$ cat config.mk
export PLATFORM = sky130hd
export DESIGN_NAME = ropuf_eval_ctrl_flat
export DESIGN_NICKNAME = d
export VERILOG_FILES = /design/src/rtl/ropuf_eval_ctrl_if.sv /design/src/rtl/ropuf_eval_ctrl.sv /design/src/flat_wrapper.sv
export SDC_FILE = /design/constraint.sdc
export NUM_CORES = 1
export LEC_CHECK = 0
export BUFFER_PORTS_ARGS = -buffer_cell sky130_fd_sc_hd__clkbuf_2
export CORE_UTILIZATION = 29
export DETAILED_ROUTE_END_ITERATION = 8
export GPL_TIMING_DRIVEN = 0
export PLACE_DENSITY_LB_ADDON = 0.08
export SLEW_MARGIN = 0
export SYNTH_ARGS = -nofsm -noshare
export SYNTH_HDL_FRONTEND = slang
export SYNTH_SLANG_ARGS = --single-unit
$ cat constraint.sdc
create_clock -name clk -period 2 [get_ports clk]
set_input_delay 0.3 -clock clk [delete_from_list [all_inputs] [get_ports clk]]
set_output_delay 0.3 -clock clk [all_outputs]
set_load 0.02 [all_outputs]
$ cat src/rtl/ropuf_eval_ctrl_if.sv
// Host/PUF-side signal bundle for the RO-PUF evaluation sequencer.
interface ropuf_eval_ctrl_if #(
    parameter int unsigned CHAL_W = 2,
    parameter int unsigned RESP_W = 2
);
    localparam int unsigned OUT_W = RESP_W * (1 << CHAL_W);

    logic              start;
    logic              sweep;
    logic [CHAL_W-1:0] chal_in;
    logic [RESP_W-1:0] puf_response;
    logic [CHAL_W-1:0] puf_chal;
    logic              puf_enable;
    logic              puf_reset;
    logic              busy;
    logic              done;
    logic              resp_valid;
    logic [OUT_W-1:0]  resp_out;
    logic              unstable;

    // Host and PUF-core side (drives requests and the PUF response).
    modport master (
        output start, sweep, chal_in, puf_response,
        input  puf_chal, puf_enable, puf_reset, busy, done, resp_valid, resp_out, unstable
    );

    // Sequencer side.
    modport slave (
        input  start, sweep, chal_in, puf_response,
        output puf_chal, puf_enable, puf_reset, busy, done, resp_valid, resp_out, unstable
    );
endinterface

$ cat src/rtl/ropuf_eval_ctrl.sv
// RO-PUF evaluation sequencer: clear/run/settle/sample schedule, majority
// voting over VOTES evaluations, optional sweep over all challenges.
module ropuf_eval_ctrl #(
    parameter int unsigned CHAL_W     = 2,
    parameter int unsigned RESP_W     = 2,
    parameter int unsigned RST_CYC    = 4,
    parameter int unsigned WIN_CYC    = 1024,
    parameter int unsigned SETTLE_CYC = 8,
    parameter int unsigned VOTES      = 3
) (
    input  logic              clk,
    input  logic              reset,
    ropuf_eval_ctrl_if.slave  bus
);
    localparam int unsigned N_CHAL = 1 << CHAL_W;
    localparam int unsigned OUT_W  = RESP_W * N_CHAL;
    localparam int unsigned CNT_W  = $clog2(VOTES + 1);
    localparam int unsigned VIDX_W = (VOTES > 1) ? $clog2(VOTES) : 1;
    localparam int unsigned CYC_W  = $clog2(RST_CYC + WIN_CYC + SETTLE_CYC + 1);

    typedef enum logic [2:0] {
        S_IDLE, S_CLR, S_RUN, S_SETTLE, S_SAMPLE, S_DONE
    } state_t;

    state_t            state;
    logic [CYC_W-1:0]  cyc;
    logic [VIDX_W-1:0] vidx;
    logic [CNT_W-1:0]  cnt [RESP_W];
    logic [CHAL_W-1:0] chal;
    logic              sweep_q;
    logic              puf_enable_q;
    logic              puf_reset_q;
    logic              busy_q;
    logic              done_q;
    logic              resp_valid_q;
    logic [OUT_W-1:0]  resp_out_q;
    logic              unstable_q;

    logic [CNT_W-1:0]  cnt_new [RESP_W];
    logic [RESP_W-1:0] vote_bit;
    logic [RESP_W-1:0] split;

    // Vote counts including the response sampled this cycle, and their verdict.
    always_comb begin
        for (int i = 0; i < int'(RESP_W); i++) begin
            cnt_new[i]  = cnt[i] + CNT_W'(bus.puf_response[i]);
            vote_bit[i] = (cnt_new[i] > CNT_W'(VOTES / 2));
            split[i]    = (cnt_new[i] != '0) && (cnt_new[i] != CNT_W'(VOTES));
        end
    end

    // Sequencer FSM with registered outputs.
    always_ff @(posedge clk or posedge reset) begin
        if (reset) begin
            state        <= S_IDLE;
            cyc          <= '0;
            vidx         <= '0;
            chal         <= '0;
            sweep_q      <= 1'b0;
            puf_enable_q <= 1'b0;
            puf_reset_q  <= 1'b1;
            busy_q       <= 1'b0;
            done_q       <= 1'b0;
            resp_valid_q <= 1'b0;
            resp_out_q   <= '0;
            unstable_q   <= 1'b0;
            for (int i = 0; i < int'(RESP_W); i++) cnt[i] <= '0;
        end else begin
            done_q <= 1'b0;
            case (state)
                S_IDLE: begin
                    puf_reset_q  <= 1'b1;
                    puf_enable_q <= 1'b0;
                    if (bus.start) begin
                        sweep_q      <= bus.sweep;
                        chal         <= bus.sweep ? '0 : bus.chal_in;
                        resp_out_q   <= '0;
                        unstable_q   <= 1'b0;
                        resp_valid_q <= 1'b0;
                        vidx         <= '0;
                        for (int i = 0; i < int'(RESP_W); i++) cnt[i] <= '0;
                        cyc          <= CYC_W'(RST_CYC - 1);
                        busy_q       <= 1'b1;
                        state        <= S_CLR;
                    end
                end
                S_CLR: begin
                    if (cyc == '0) begin
                        puf_reset_q  <= 1'b0;
                        puf_enable_q <= 1'b1;
                        cyc          <= CYC_W'(WIN_CYC - 1);
                        state        <= S_RUN;
                    end else begin
                        cyc <= cyc - 1'b1;
                    end
                end
                S_RUN: begin
                    if (cyc == '0) begin
                        puf_enable_q <= 1'b0;
                        cyc          <= CYC_W'(SETTLE_CYC - 1);
                        state        <= S_SETTLE;
                    end else begin
                        cyc <= cyc - 1'b1;
                    end
                end
                S_SETTLE: begin
                    if (cyc == '0) state <= S_SAMPLE;
                    else           cyc   <= cyc - 1'b1;
                end
                S_SAMPLE: begin
                    cyc <= CYC_W'(RST_CYC - 1);
                    if (vidx < VIDX_W'(VOTES - 1)) begin
                        for (int i = 0; i < int'(RESP_W); i++) cnt[i] <= cnt_new[i];
                        vidx        <= vidx + 1'b1;
                        puf_reset_q <= 1'b1;
                        state       <= S_CLR;
                    end else begin
                        if (sweep_q) resp_out_q[int'(chal) * RESP_W +: RESP_W] <= vote_bit;
                        else         resp_out_q[RESP_W-1:0]                    <= vote_bit;
                        unstable_q  <= unstable_q | (|split);
                        for (int i = 0; i < int'(RESP_W); i++) cnt[i] <= '0;
                        vidx        <= '0;
                        puf_reset_q <= 1'b1;
                        if (sweep_q && (chal != CHAL_W'(N_CHAL - 1))) begin
                            chal  <= chal + 1'b1;
                            state <= S_CLR;
                        end else begin
                            done_q       <= 1'b1;
                            resp_valid_q <= 1'b1;
                            state        <= S_DONE;
                        end
                    end
                end
                S_DONE: begin
                    busy_q <= 1'b0;
                    state  <= S_IDLE;
                end
                default: state <= S_IDLE;
            endcase
        end
    end

    assign bus.puf_chal   = chal;
    assign bus.puf_enable = puf_enable_q;
    assign bus.puf_reset  = puf_reset_q;
    assign bus.busy       = busy_q;
    assign bus.done       = done_q;
    assign bus.resp_valid = resp_valid_q;
    assign bus.resp_out   = resp_out_q;
    assign bus.unstable   = unstable_q;
endmodule

$ cat src/flat_wrapper.sv
// flat-port wrapper written by rule: the top's interface ports become plain ports
module ropuf_eval_ctrl_flat 
#(
    parameter int unsigned CHAL_W     = 2,
    parameter int unsigned RESP_W     = 2,
    parameter int unsigned RST_CYC    = 4,
    parameter int unsigned WIN_CYC    = 1024,
    parameter int unsigned SETTLE_CYC = 8,
    parameter int unsigned VOTES      = 3
)
  (clk, reset, bus_start, bus_sweep, bus_chal_in, bus_puf_response, bus_puf_chal, bus_puf_enable, bus_puf_reset, bus_busy, bus_done, bus_resp_valid, bus_resp_out, bus_unstable);
  ropuf_eval_ctrl_if #(.CHAL_W(CHAL_W), .RESP_W(RESP_W)) bus_i ();
  input  logic clk;
  input  logic reset;
  input wire logic [$bits(bus_i.start)-1:0] bus_start;
  input wire logic [$bits(bus_i.sweep)-1:0] bus_sweep;
  input wire logic [$bits(bus_i.chal_in)-1:0] bus_chal_in;
  input wire logic [$bits(bus_i.puf_response)-1:0] bus_puf_response;
  output wire logic [$bits(bus_i.puf_chal)-1:0] bus_puf_chal;
  output wire logic [$bits(bus_i.puf_enable)-1:0] bus_puf_enable;
  output wire logic [$bits(bus_i.puf_reset)-1:0] bus_puf_reset;
  output wire logic [$bits(bus_i.busy)-1:0] bus_busy;
  output wire logic [$bits(bus_i.done)-1:0] bus_done;
  output wire logic [$bits(bus_i.resp_valid)-1:0] bus_resp_valid;
  output wire logic [$bits(bus_i.resp_out)-1:0] bus_resp_out;
  output wire logic [$bits(bus_i.unstable)-1:0] bus_unstable;
  assign bus_i.start = bus_start;
  assign bus_i.sweep = bus_sweep;
  assign bus_i.chal_in = bus_chal_in;
  assign bus_i.puf_response = bus_puf_response;
  assign bus_puf_chal = bus_i.puf_chal;
  assign bus_puf_enable = bus_i.puf_enable;
  assign bus_puf_reset = bus_i.puf_reset;
  assign bus_busy = bus_i.busy;
  assign bus_done = bus_i.done;
  assign bus_resp_valid = bus_i.resp_valid;
  assign bus_resp_out = bus_i.resp_out;
  assign bus_unstable = bus_i.unstable;
  ropuf_eval_ctrl #(.CHAL_W(CHAL_W), .RESP_W(RESP_W), .RST_CYC(RST_CYC), .WIN_CYC(WIN_CYC), .SETTLE_CYC(SETTLE_CYC), .VOTES(VOTES)) u_core (.clk(clk), .reset(reset), .bus(bus_i));
endmodule
==> impl_summary.md, run 1 <==
Run status
The flow ran to the end, and the final reports show no timing, DRC or antenna violations.

Hold path
The type of the tightest min-delay check is primary input to asynchronous set/reset pin.

GRT
The most heavily used metal layer in global routing is met1. The global route total overflow is 0. Global routing used 20.6% of the available met2 tracks. For met1 alone, demand over resource in global routing was 23.5%. The via count of the first global-routing pass is 1748. The number of antenna violations at the first check in global routing came to 0. The global-route wire length before repair is 8.96 mm. Across every metal layer, demand over resource in global routing totals 15.0%. Entering global routing, the biggest net connects 38 pins.

Global routing consumed, on the met3 layer, 2.89% of the routing resources.

Setup path
The signal arrival time at the worst endpoint is 2.11 ns. The most critical setup path has its endpoint at u_core.cyc[10]. The endpoint type of the worst setup path is a flip-flop. The critical path data required time is 2.18 ns. The worst reg2reg path depth is 4.

Broken down by cell family, the worst path's largest delay share belongs to simple AND/OR/NAND/NOR gates. The critical path depth in cells is 4. Traced cell by cell, the critical path runs through or3_2 -> or4_4 -> a22oi_2 -> o22ai_1.

The kind of critical path is flip-flop to flip-flop. Tracing the worst setup path back leads to its startpoint at u_core.cyc[7]. STA classifies the critical path startpoint as a flip-flop. The largest individual stage delay along the critical path comes from the cell sky130_fd_sc_hd__or3_2. The largest single stage delay on the critical path is 0.58 ns. The total buffers and inverters traversed by the critical path is 0. The endpoint identified for the worst register-to-register timing path is u_core.cyc[10]. The maximum fanout encountered on the critical timing path is 6. Across all register-to-register paths, the minimum setup slack is 0.07 ns. The startpoint identified for the worst register-to-register timing path is u_core.cyc[7].

Synthesis
In the synthesized netlist the async set-or-reset flop fraction comes to 100%. In the synthesized netlist, mux cells make up 1.55% of the area. Summed over all instances, the cell type with the most area after synthesis is sky130_fd_sc_hd__dfrtp_1. Summing the areas of all xor and xnor instances in the mapped netlist gives 2.81% of the synthesized area. The net count of the mapped netlist is 246.

In the synthesized netlist, the number of instances is 230. The share of the synthesized area in compound gates (AO/OA/AOI/OAI) is 22.5%. Summing the areas of all fa, ha and maj instances in the mapped netlist gives 4.60% of the synthesized area. A synthesized cell averages 9.47 sq um. The most used flip-flop cell after synthesis is sky130_fd_sc_hd__dfrtp_1. Summing the areas of all and, or, nand and nor instances in the mapped netlist gives 20.5% of the synthesized area. The number of warnings issued by yosys is 0. The dominant combinational cell family by area after synthesis is compound AO/OA/AOI/OAI gates. The synthesized design contains 0 enable-type register cells. Sequential cells were found to cover 42.6% of the synthesized design area.

The synthesized netlist contains 51 unique library cells. Counting flops and latches in the post-synthesis netlist gives 37. After synthesis, the largest area contributor takes up 41.4% of total cell area. The mapped cell area is 2180 sq um.

Yosys attributes the largest share of cell area to sky130_fd_sc_hd__dfrtp_1, sky130_fd_sc_hd__ha_1, sky130_fd_sc_hd__o211ai_1, sky130_fd_sc_hd__o21ai_0, sky130_fd_sc_hd__nand2_1.

Final layout
The final cell area excluding filler cells is 2590 sq um. Of the cells placed in the final design, the portion with a size suffix greater than 1 is 23.0%. The layout has 773 filler cells. The multi-input combinational cell area is 1150 sq um. The register cell area after layout is 927 sq um.

For this run, the post-layout net count is 280. The filler-free cell count of the finished design is 364. 0 antenna diodes ended up in the layout.

The layout-stage area growth over the synthesis result is 18.8%.

Drt
The count of nets left with antenna violations once routing finished came out at 0. In the final routed layout, each cell accounts on average for 14.8 um. Using the TritonRoute via totals, the vias-per-cell ratio works out to 4.99. The via total after detailed routing is 1816.

For this block, the initial DRC count from the detailed router was 71. The total wirelength of the detailed-routed design is 5.40 mm. For this run, design rule violations remaining after detail routing come to 0. The first detailed-routing pass took 4 iterations.

Timing
The number of endpoints failing setup at the final stage is 0. In the post-route analysis, the smallest setup slack over all paths is 0.0716 ns. The clock skew after layout is 0.00689 ns. Setup repair after global routing left no endpoint under its margin. The worst path in the final design needs a cycle of 1.93 ns, including I/O delays and setup.

At the pin with the least slew margin, the transition time is 0.820 ns. Of the available clock period, the critical path in the final layout requires 96.4%. The number of hold violations in the final report is 0. Hold is met by 0.145 ns.

The final number of max-transition violations was 0. The worst slew slack as a fraction of its limit is 45.3%. Derived from the worst setup path, the maximum achievable clock frequency is 0.519 GHz.

CTS
The number of sinks driven by the clock tree is 37. The clock passes through at most 2 buffers. TritonCTS built the clock tree.

In this run, post-CTS hold repair placed 0 buffers. The maximum level of the CTS H-tree is 2. The number of clock buffers added by TritonCTS is 5. Clock tree synthesis selected as its root buffer the cell sky130_fd_sc_hd__clkbuf_8. The clock latency reported for the late side of the worst-skew pair is 0.30 ns. The register clock-pin slew on the reported worst setup and hold paths is 0.09 ns.

Power and ir drop
Summed over all cells, the static leakage comes to 1.11 nW. The power per unit of standard cell area is 569 nW/um^2. The worst vdd rail ir drop is 0.208 mV. The power consumption is 0.00147 W.

Placement
The final weighted congestion in routability-driven placement is 0.712. The cell count after placement is 352. The area after detailed placement is 2420 sq um. The worst slack at placement is -0.0304 ns.

The HPWL after detailed placement is 3.75 mm. The number of port buffers is 23.

Die
The die covers 7860 sq um. From left edge to right edge, the die measures 88.7 um. The initial standard-cell utilization of the core is 30.0%. The number of placed I/O pins is 24. The die extent in y is 88.7 um. The number of cell rows is 31. The floorplan step defined a core boundary enclosing 7250 sq um.

Flow run
The max-cap violation count is 0.
-- worst register-to-register path: stages, from the launching register on --
cell and delay [ns]:
sky130_fd_sc_hd__dfrtp_1 0.46, sky130_fd_sc_hd__or3_2 0.58, sky130_fd_sc_hd__or4_4 0.55, sky130_fd_sc_hd__a22oi_2 0.13
sky130_fd_sc_hd__o22ai_1 0.09
-- per-stage QoR --
stage                     TNS (ns)  utilization, %
after floorplan                  0               -
after global placement      -0.121            33.3
after detailed placement   -0.0613            33.3
after CTS                        0            35.2
after global routing             0            35.7
final                            0            35.7
-- cell usage after synthesis (all sizes together), types with 2 or more instances --
cell type  count
xnor2          5
inv           14
or3            5
nand3         11
a21oi          8
or2            2
dfrtp         36
a22o           7
nor2          10
ha             8
nor2b          5
a21o           2
nand4          5
buf            3
xor2           2
nand2b         3
o211ai        11
mux2           3
o31ai          8
o21ai         13
nor4           5
clkbuf        10
o221ai         3
o2bb2ai        3
o22ai          2
o21a           3
nor3           8
nand2         17
-- worst min path at each step --
stage | from | to | slack [ns]
floorplan | bus_sweep | u_core.sweep_q | 0.45
global placement | u_core.bus.puf_reset | u_core.bus.puf_reset | 0.47
detailed placement | u_core.bus.puf_reset | u_core.bus.puf_reset | 0.46
CTS | reset | u_core.cnt[1] | 0.18
global route | reset | u_core.bus.puf_chal[0] | 0.24
finish | reset | u_core.cyc[5] | 0.15
-- repair_timing --
item                       CTS  global route
setup buffers                2             3
pin swaps                    1             0
gates resized for setup      3             7
setup endpoints to repair    6            23
-- area by class of cell --
class / count / share of cell area, %
plain buffers: 12 / 2.51
clock inverters: 3 / 1.79
inverters: 14 / 2.03
well taps: 99 / 4.78
clock buffers: 5 / 2.66
flip-flops and latches: 37 / 35.8
multi-input cells: 166 / 44.5
repair buffers: 28 / 5.90
-- where the power goes --
part	switching [W]	total [W]	internal, W	leakage, nW
Combinational	0.0000263	0.0000380	0.0000117	0.602
Clock	0.000311	0.000685	0.000374	0.0543
Sequential	0.00000148	0.000750	0.000748	0.450
Total	0.000339	0.00147	0.00113	1.11
-- routing by layer --
layer	share of wire, %	routed length (um)
met5	0	0
met4	0.89	48
met3	3.9	210
met2	40	2160
met1	55	2980
-- cell usage in the layout (no fill, tap or decap), types with 3 or more instances in the layout --
cell	count
sky130_fd_sc_hd__dfrtp_1	36
sky130_fd_sc_hd__clkbuf_2	26
sky130_fd_sc_hd__nand2_1	17
sky130_fd_sc_hd__o21ai_0	13
sky130_fd_sc_hd__inv_1	12
sky130_fd_sc_hd__nand3_1	11
sky130_fd_sc_hd__o211ai_1	11
sky130_fd_sc_hd__nor2_1	9
sky130_fd_sc_hd__o31ai_1	8
sky130_fd_sc_hd__a21oi_1	7
sky130_fd_sc_hd__nor3_1	7
sky130_fd_sc_hd__a22o_1	7
sky130_fd_sc_hd__ha_1	7
sky130_fd_sc_hd__clkbuf_1	6
sky130_fd_sc_hd__nand4_1	5
sky130_fd_sc_hd__nor2b_1	5
sky130_fd_sc_hd__xnor2_1	5
sky130_fd_sc_hd__clkbuf_8	5
sky130_fd_sc_hd__buf_4	5
sky130_fd_sc_hd__or3_1	4
sky130_fd_sc_hd__nor4_1	4
sky130_fd_sc_hd__nand2b_1	3
sky130_fd_sc_hd__o221ai_1	3
sky130_fd_sc_hd__o21a_1	3
sky130_fd_sc_hd__o2bb2ai_1	3
sky130_fd_sc_hd__mux2_2	3
-- sequential cells by signal (all words and copies together) (netlist names) --
register	count
u_core.bus.busy	1
u_core.bus.done	1
u_core.bus.puf_chal	2
u_core.bus.puf_enable	1
u_core.bus.puf_reset	1
u_core.bus.resp_out	8
u_core.bus.resp_valid	1
u_core.bus.unstable	1
u_core.cnt	4
u_core.cyc	11
u_core.state	3
u_core.sweep_q	1
u_core.vidx	2
-- logic make-up after synthesis --
group / count (synthesis)
AND/OR/NAND/NOR: 80
AO/OA/AOI/OAI: 68
flip-flops: 37
buffers and inverters: 27
adder cells (fa/ha/maj): 8
XOR/XNOR: 7
multiplexers: 3
(Power assumes the default switching activity.)
==> run 2: changes to the inputs <==
--- a/config.mk
+++ b/config.mk
@@ -5,11 +5,12 @@
 export SDC_FILE = /design/constraint.sdc
 export NUM_CORES = 1
 export LEC_CHECK = 0
-export BUFFER_PORTS_ARGS = -buffer_cell sky130_fd_sc_hd__clkbuf_2
+export BUFFER_PORTS_ARGS = -buffer_cell sky130_fd_sc_hd__buf_2
 export CORE_UTILIZATION = 29
 export DETAILED_ROUTE_END_ITERATION = 8
 export GPL_TIMING_DRIVEN = 0
 export PLACE_DENSITY_LB_ADDON = 0.08
+export SETUP_SLACK_MARGIN = 0.2
 export SLEW_MARGIN = 0
 export SYNTH_ARGS = -nofsm -noshare
 export SYNTH_HDL_FRONTEND = slang
==> constraint.sdc (replaced) <==
create_clock -name clk -period 2.2 [get_ports clk]
set_input_delay 0.33 -clock clk [delete_from_list [all_inputs] [get_ports clk]]
set_output_delay 0.33 -clock clk [all_outputs]
set_load 0.02 [all_outputs]
==> impl_summary.md, run 2 (synthesis gave the netlist of run 1 again) <==
GRT
The number of antenna violations at the first check in global routing is 0. Entering global routing, the biggest net connects 38 pins. For this run the aggregate overflow at the end of global routing stands at 0. Across every metal layer, demand over resource in global routing totals 14.8%. The via count of the first global-routing pass came to 1741. The first global-routing pass estimated 8.83 mm of wire.

Final layout
The flip-flop count of the largest register after layout is 11. The library cell used most frequently in the layout, excluding fill and tap cells, is sky130_fd_sc_hd__dfrtp_1. The layout-stage area growth over the synthesis result is 17.5%. The final net count is 280. The top cell types in the final layout, fill and taps aside, are sky130_fd_sc_hd__dfrtp_1, sky130_fd_sc_hd__buf_2, sky130_fd_sc_hd__nand2_1. Counting flops per register, the top entry is u_core.cyc. The proportion of layout cells with a drive suffix above 1 is 23.4%. The final cell area excluding filler cells is 2560 sq um. 0 antenna diodes ended up in the layout. The final core utilization is 35.3%.

Setup path
Traced cell by cell, the critical path runs through or3_2 -> or4_4 -> a22oi_2 -> o22ai_1. The register-to-register setup slack is 0.28 ns. The maximum fanout encountered on the critical timing path is 6. Data on the critical path is required at its endpoint by 2.38 ns. Together, buffers and inverters on the worst path number 0.

The reg-to-reg critical path startpoint is u_core.cyc[7]. The setup path with the least slack is of type flip-flop to flip-flop. The delay of the slowest cell on the worst path is 0.58 ns. STA classifies the critical path endpoint as a flip-flop. The kind of cell adding the most delay to the critical path is simple AND/OR/NAND/NOR gates.

The number of cells on the worst reg-to-reg path is 4. At the worst endpoint, the arrival time is 2.09 ns. The kind of start point of the critical path is a flip-flop. In this run the critical register-to-register path is captured at u_core.cyc[10]. For this design, the slowest cell found on the critical path is sky130_fd_sc_hd__or3_2.

Flow run
Max-cap violations in this run came to 0.

CTS
The maximum root-to-sink buffer count is 2. The clock latency reported for the late side of the worst-skew pair is 0.29 ns. Clock tree synthesis inserted a total of 5 buffers. The clock root buffer is sky130_fd_sc_hd__clkbuf_8. TritonCTS built the clock tree.

The number of sinks driven by the clock tree is 37. The register clock-pin slew on the reported worst setup and hold paths is 0.08 ns. The maximum level of the CTS H-tree is 2.

Timing
In the post-route analysis, the smallest setup slack over all paths is 0.284 ns. The share of the clock period used by the worst path is 87.1%. For this run, the top clock speed supported by timing is 0.522 GHz. In this run the tightest slew margin relative to its limit is 45.4%. The final number of max-transition violations was 0. Setup violations remaining at the end of the flow were counted as 0.

The final critical delay including setup and external delays is 1.92 ns. The worst-margin pin slew is 0.818 ns. Setup repair after global routing left no endpoint under its margin.

The clock skew after layout is 0.00455 ns. The number of hold violations in the final report is 0. The total negative slack for setup checks is 0 ns.

Power and ir drop
The analysis attributes to cell leakage a power of 1.11 nW. VDD sags by at most 0.204 mV. In this run the power density over the cells is 467 nW/um^2.

Drt
The DRC violation count after routing is 0. After detailed routing, the number of vias per cell comes to 5.05. The total wirelength of the detailed-routed design is 5.42 mm. Once detail routing completed, the nets flagged for antenna violations numbered 0.

After detailed routing, the average wire length per cell comes to 14.9 um. The detailed-router iteration count before antenna repair is 4. Detailed routing inserted a total of 1837 vias. The detailed router's first-iteration violation count is 88.

Die
The area of the core is 7250 sq um. The overall die area is 7860 sq um. Measured along the y axis, the die boundary spans 88.7 um. The die is 88.7 um wide. The floorplan has 31 rows.

The initial standard-cell utilization of the core is 30.0%. The number of placed I/O pins is 24.

Placement
In this run the cell area measured after placement is 2420 sq um. The HPWL after detailed placement is 3.79 mm. The worst slack at placement is 0.163 ns. In this run the tool buffered the top-level ports with 23 buffer cells. At the end of routability-driven placement, the weighted congestion stood at 0.711.

Hold path
The type of the tightest min-delay check is primary input to asynchronous set/reset pin.

Run status
The run finished with clean final reports.
run 2: worst max-delay path by stage:
stage / from / endpoint / slack, ns / cells after the start
floorplan: u_core.cyc[0] / u_core.cyc[6] / 0.39 / 6
global placement: u_core.cyc[0] / u_core.cyc[8] / 0.15 / 6
detailed placement: u_core.cyc[0] / u_core.cyc[8] / 0.16 / 6
CTS: u_core.state[1] / u_core.cyc[4] / 0.20 / 5
global route: u_core.cyc[0] / u_core.state[0] / 0.21 / 7
finish: u_core.cyc[7] / u_core.cyc[10] / 0.28 / 4
run 2: what timing repair did:
action | in CTS | in global routing
buffers inserted | 2 | 2
gates cloned | 0 | 0
setup endpoints to repair | 6 | 17
hold buffers | 0 | 0
gates resized for setup | 2 | 12
pin swaps | 1 | 3
run 2: power by group:
| part | internal, W | switching [W] |
|---|---|---|
| Combinational | 0.0000106 | 0.0000241 |
| Clock | 0.000219 | 0.000260 |
| Sequential | 0.000680 | 0.00000136 |
run 2: layout make-up:
cell class                      count  area [sq um]
Fill cell                         785          4690
Multi-Input combinational cell    166          1150
Tap cell                           99           124
Buffer                             13          71.3
Clock buffer                        5          68.8
Sequential cell                    37           927
Inverter                           14          52.6
Clock inverter                      3          17.5
Timing Repair Buffer               27           145
run 2: layer usage:
layer,share of wire [%],track usage (%)
met1,56,22.7
met2,41,20.7
met4,1.1,3.96
met3,2.3,2.89
met5,0,0
run 2: worst reg2reg max path: stages, from the launching register on:
cell                      delay, ns
sky130_fd_sc_hd__dfrtp_1       0.45
sky130_fd_sc_hd__or3_2         0.58
sky130_fd_sc_hd__or4_4         0.56
sky130_fd_sc_hd__a22oi_2       0.13
sky130_fd_sc_hd__o22ai_1       0.09
run 2: per-stage QoR:
stage	instances	total power [W]	hold WS (ns)
finish	364	0.00120	0.194
global route	364	0.00125	0.290
CTS	362	0.00123	0.236
detailed placement	352	0.000732	0.464
global placement	352	0.000732	0.464
floorplan	230	0.000715	0.459
==> run 3: changes to the inputs <==
--- a/config.mk
+++ b/config.mk
@@ -6,7 +6,7 @@
 export NUM_CORES = 1
 export LEC_CHECK = 0
 export BUFFER_PORTS_ARGS = -buffer_cell sky130_fd_sc_hd__buf_2
-export CORE_UTILIZATION = 29
+export CORE_UTILIZATION = 25
 export DETAILED_ROUTE_END_ITERATION = 8
 export GPL_TIMING_DRIVEN = 0
 export PLACE_DENSITY_LB_ADDON = 0.08
==> impl_summary.md, run 3 (synthesis gave the netlist of run 1 again) <==
Die
The initial standard-cell utilization of the core is 26.1%. The die extent in y is 95.3 um. The overall die area is 9090 sq um.

The floorplan has 33 rows. The floorplan step defined a core boundary enclosing 8340 sq um. The die width is 95.3 um.

The number of placed I/O pins is 24.

Power and ir drop
VDD sags by at most 0.200 mV. Power spread over the standard cell area amounts to 515 nW/um^2. Sequential cells account for 50.3% of the total power. The analysis attributes to cell leakage a power of 1.15 nW.

Cell internal power was estimated by the tool at 0.00106 W. The proportion of power drawn by the clock network is 47.0%. The part of the power in combinational logic is 2.6%.

Net switching is 21.6% of the power. The analysis attributes to net switching a power of 0.000293 W.

Drt
For this run, design rule violations remaining after detail routing come to 0. The detailed router used layers up to and including met4. The first detailed-routing pass ran for 4 iterations. The routed design has 5.88 mm of wire. The via total after detailed routing is 1874. In the final routing, the length of wire on met1 measures 3.11 mm. The detailed router's first-iteration violation count is 108.

The antenna violation net count after detailed routing is 0. The sum of met3 wire segment lengths after detailed routing is 192 um. The routed length on met2 is 2.51 mm.

After detailed routing, the average wire length per cell comes to 15.7 um. The detailed-route vias per instance is 5.01.

Timing
The number of hold violations in the final report is 0. In the finished design, the share of the clock period the worst path needs comes to 86.8%. The final critical delay including setup and external delays is 1.91 ns.

The final number of max-transition violations is 0. The total negative slack for setup checks is 0 ns. The worst-margin pin slew is 0.810 ns.

Between clock sinks in the finished design, the worst skew comes to 0.00258 ns. Setup repair after global routing left no endpoint under its margin. For this run, the top clock speed supported by timing is 0.524 GHz.

The worst slew slack as a fraction of its limit is 45.9%. Setup violations remaining at the end of the flow were counted as 0. The final worst setup slack is 0.290 ns.

Hold path
The tightest min-delay check is of the primary input to asynchronous set/reset pin type.

Final layout
The most flop-heavy register is u_core.cyc. Relative to the synthesized area, the layout overhead comes to 20.8%. Fill cells in the final layout number 897. The sequential cells in the finished layout cover a total of 928 sq um. The final cell area excluding filler cells is 2630 sq um. The post-route netlist has 24.9% of its cells at a drive strength greater than 1. The final net count is 284. The register with the most flip-flops in the layout has 11 of them. In the layout the commonest cells are sky130_fd_sc_hd__dfrtp_1, sky130_fd_sc_hd__buf_2, sky130_fd_sc_hd__nand2_1.

Leaving out fill and tap cells, the most frequent cell in the layout is sky130_fd_sc_hd__dfrtp_1. The total inserted antenna cells is 0. The multi-input combinational cell area is 1160 sq um.

Setup path
Data on the critical path is required at its endpoint by 2.38 ns. In this run the worst path has a maximum fanout of 6. The reg-to-reg critical path startpoint is u_core.cyc[7]. The critical path is of the flip-flop to flip-flop type. The endpoint type of the worst setup path is a flip-flop.

The signal arrival time at the worst endpoint is 2.09 ns. The kind of start point of the critical path is a flip-flop. The most critical setup path has its startpoint at u_core.cyc[7].

CTS
The number of buffers created by CTS is 5. The number of sinks driven by the clock tree is 37. The H-tree was split into 2 levels.

The clock root buffer is sky130_fd_sc_hd__clkbuf_8. The clock tree from TritonCTS is built. Clock latency on the worst-skew pair, taken at its later pin, is 0.30 ns. Clock-pin slew was measured on the worst setup and hold paths at 0.08 ns. The maximum root-to-sink buffer count is 2.

Placement
Before CTS, the worst setup slack after placement is 0.166 ns. The area after detailed placement is 2420 sq um. The HPWL after detailed placement is 4.10 mm. In this run the tool buffered the top-level ports with 23 buffer cells. The final weighted congestion in routability-driven placement is 0.713.

GRT
The global-route wire length before repair is 9.60 mm. Global routing finished with a remaining overflow of 0. The largest net degree at the start of global routing is 38. Global routing used 14.0% of the available tracks across all layers. The via count of the first global-routing pass is 1791. The number of antenna violations at the first check in global routing is 0.

Flow run
The max-cap violation count is 0.

Run status
The flow ran to the end, and the final reports show no timing, DRC or antenna violations.
==> run 3: worst max-delay path, cell delays in order (launching register included) <==
cell and delay, ns:
sky130_fd_sc_hd__dfrtp_1 0.46, sky130_fd_sc_hd__or3_2 0.58, sky130_fd_sc_hd__or4_4 0.55, sky130_fd_sc_hd__a22oi_2 0.13, sky130_fd_sc_hd__o22ai_1 0.09
==> run 3: power groups by stage <==
stage	combinational [W]	sequential, W	clock [W]
after CTS	0.0000371	0.000682	0.000659
final	0.0000355	0.000682	0.000637
after global routing	0.0000420	0.000682	0.000685
after global placement	0.0000370	0.000695	0
after detailed placement	0.0000369	0.000695	0
after floorplan	0.0000206	0.000695	0
==> run 3: final timing paths <==
kind	slack, ns	depth (start not counted)	to
worst min-delay path	0.19	2	u_core.bus.resp_out[5]
worst min register to register	0.48	2	u_core.bus.puf_reset
min in group clk	0.32	2	u_core.sweep_q
max in group asynchronous	1.46	2	u_core.bus.puf_chal[0]
worst max register to register	0.29	4	u_core.cyc[10]
worst max-delay path	0.29	4	u_core.cyc[10]
==> run 3: final cells by class <==
| class | instances | area share, % |
|---|---|---|
| Clock inverter | 1 | 1.14 |
| Buffer | 13 | 2.71 |
| Multi-Input combinational cell | 166 | 44.0 |
| Tap cell | 105 | 4.99 |
| Sequential cell | 37 | 35.3 |
| Inverter | 14 | 2.00 |
| Clock buffer | 7 | 3.28 |
| Timing Repair Buffer | 31 | 6.65 |
==> run 3: through the flow <==
| step | hold slack [ns] | util (%) | cells | power (W) |
|---|---|---|---|---|
| 5_1_grt | 0.278 | 31.6 | 374 | 0.00141 |
| 3_5_place_dp | 0.469 | 29.1 | 358 | 0.000732 |
| 3_3_place_gp | 0.467 | 29.1 | 358 | 0.000732 |
| 6_report | 0.186 | 31.6 | 374 | 0.00135 |
| 2_1_floorplan | 0.459 | - | 230 | 0.000715 |
| 4_1_cts | 0.230 | 30.7 | 368 | 0.00138 |
==> run 3: repair_timing <==
action,CTS,global route
hold buffers,0,0
endpoints found under the setup margin,8,21
buffers inserted,2,6
resized for setup,4,11
pin swaps,1,3
==> run 3: metal layers <==
| metal | global-route usage [%] | vias to the layer above |
|---|---|---|
| li1 | - | 928 |
| met1 | 21.0 | 914 |
| met2 | 19.7 | 27 |
| met3 | 3.03 | 5 |
| met4 | 4.17 | 0 |
| met5 | 0 | - |
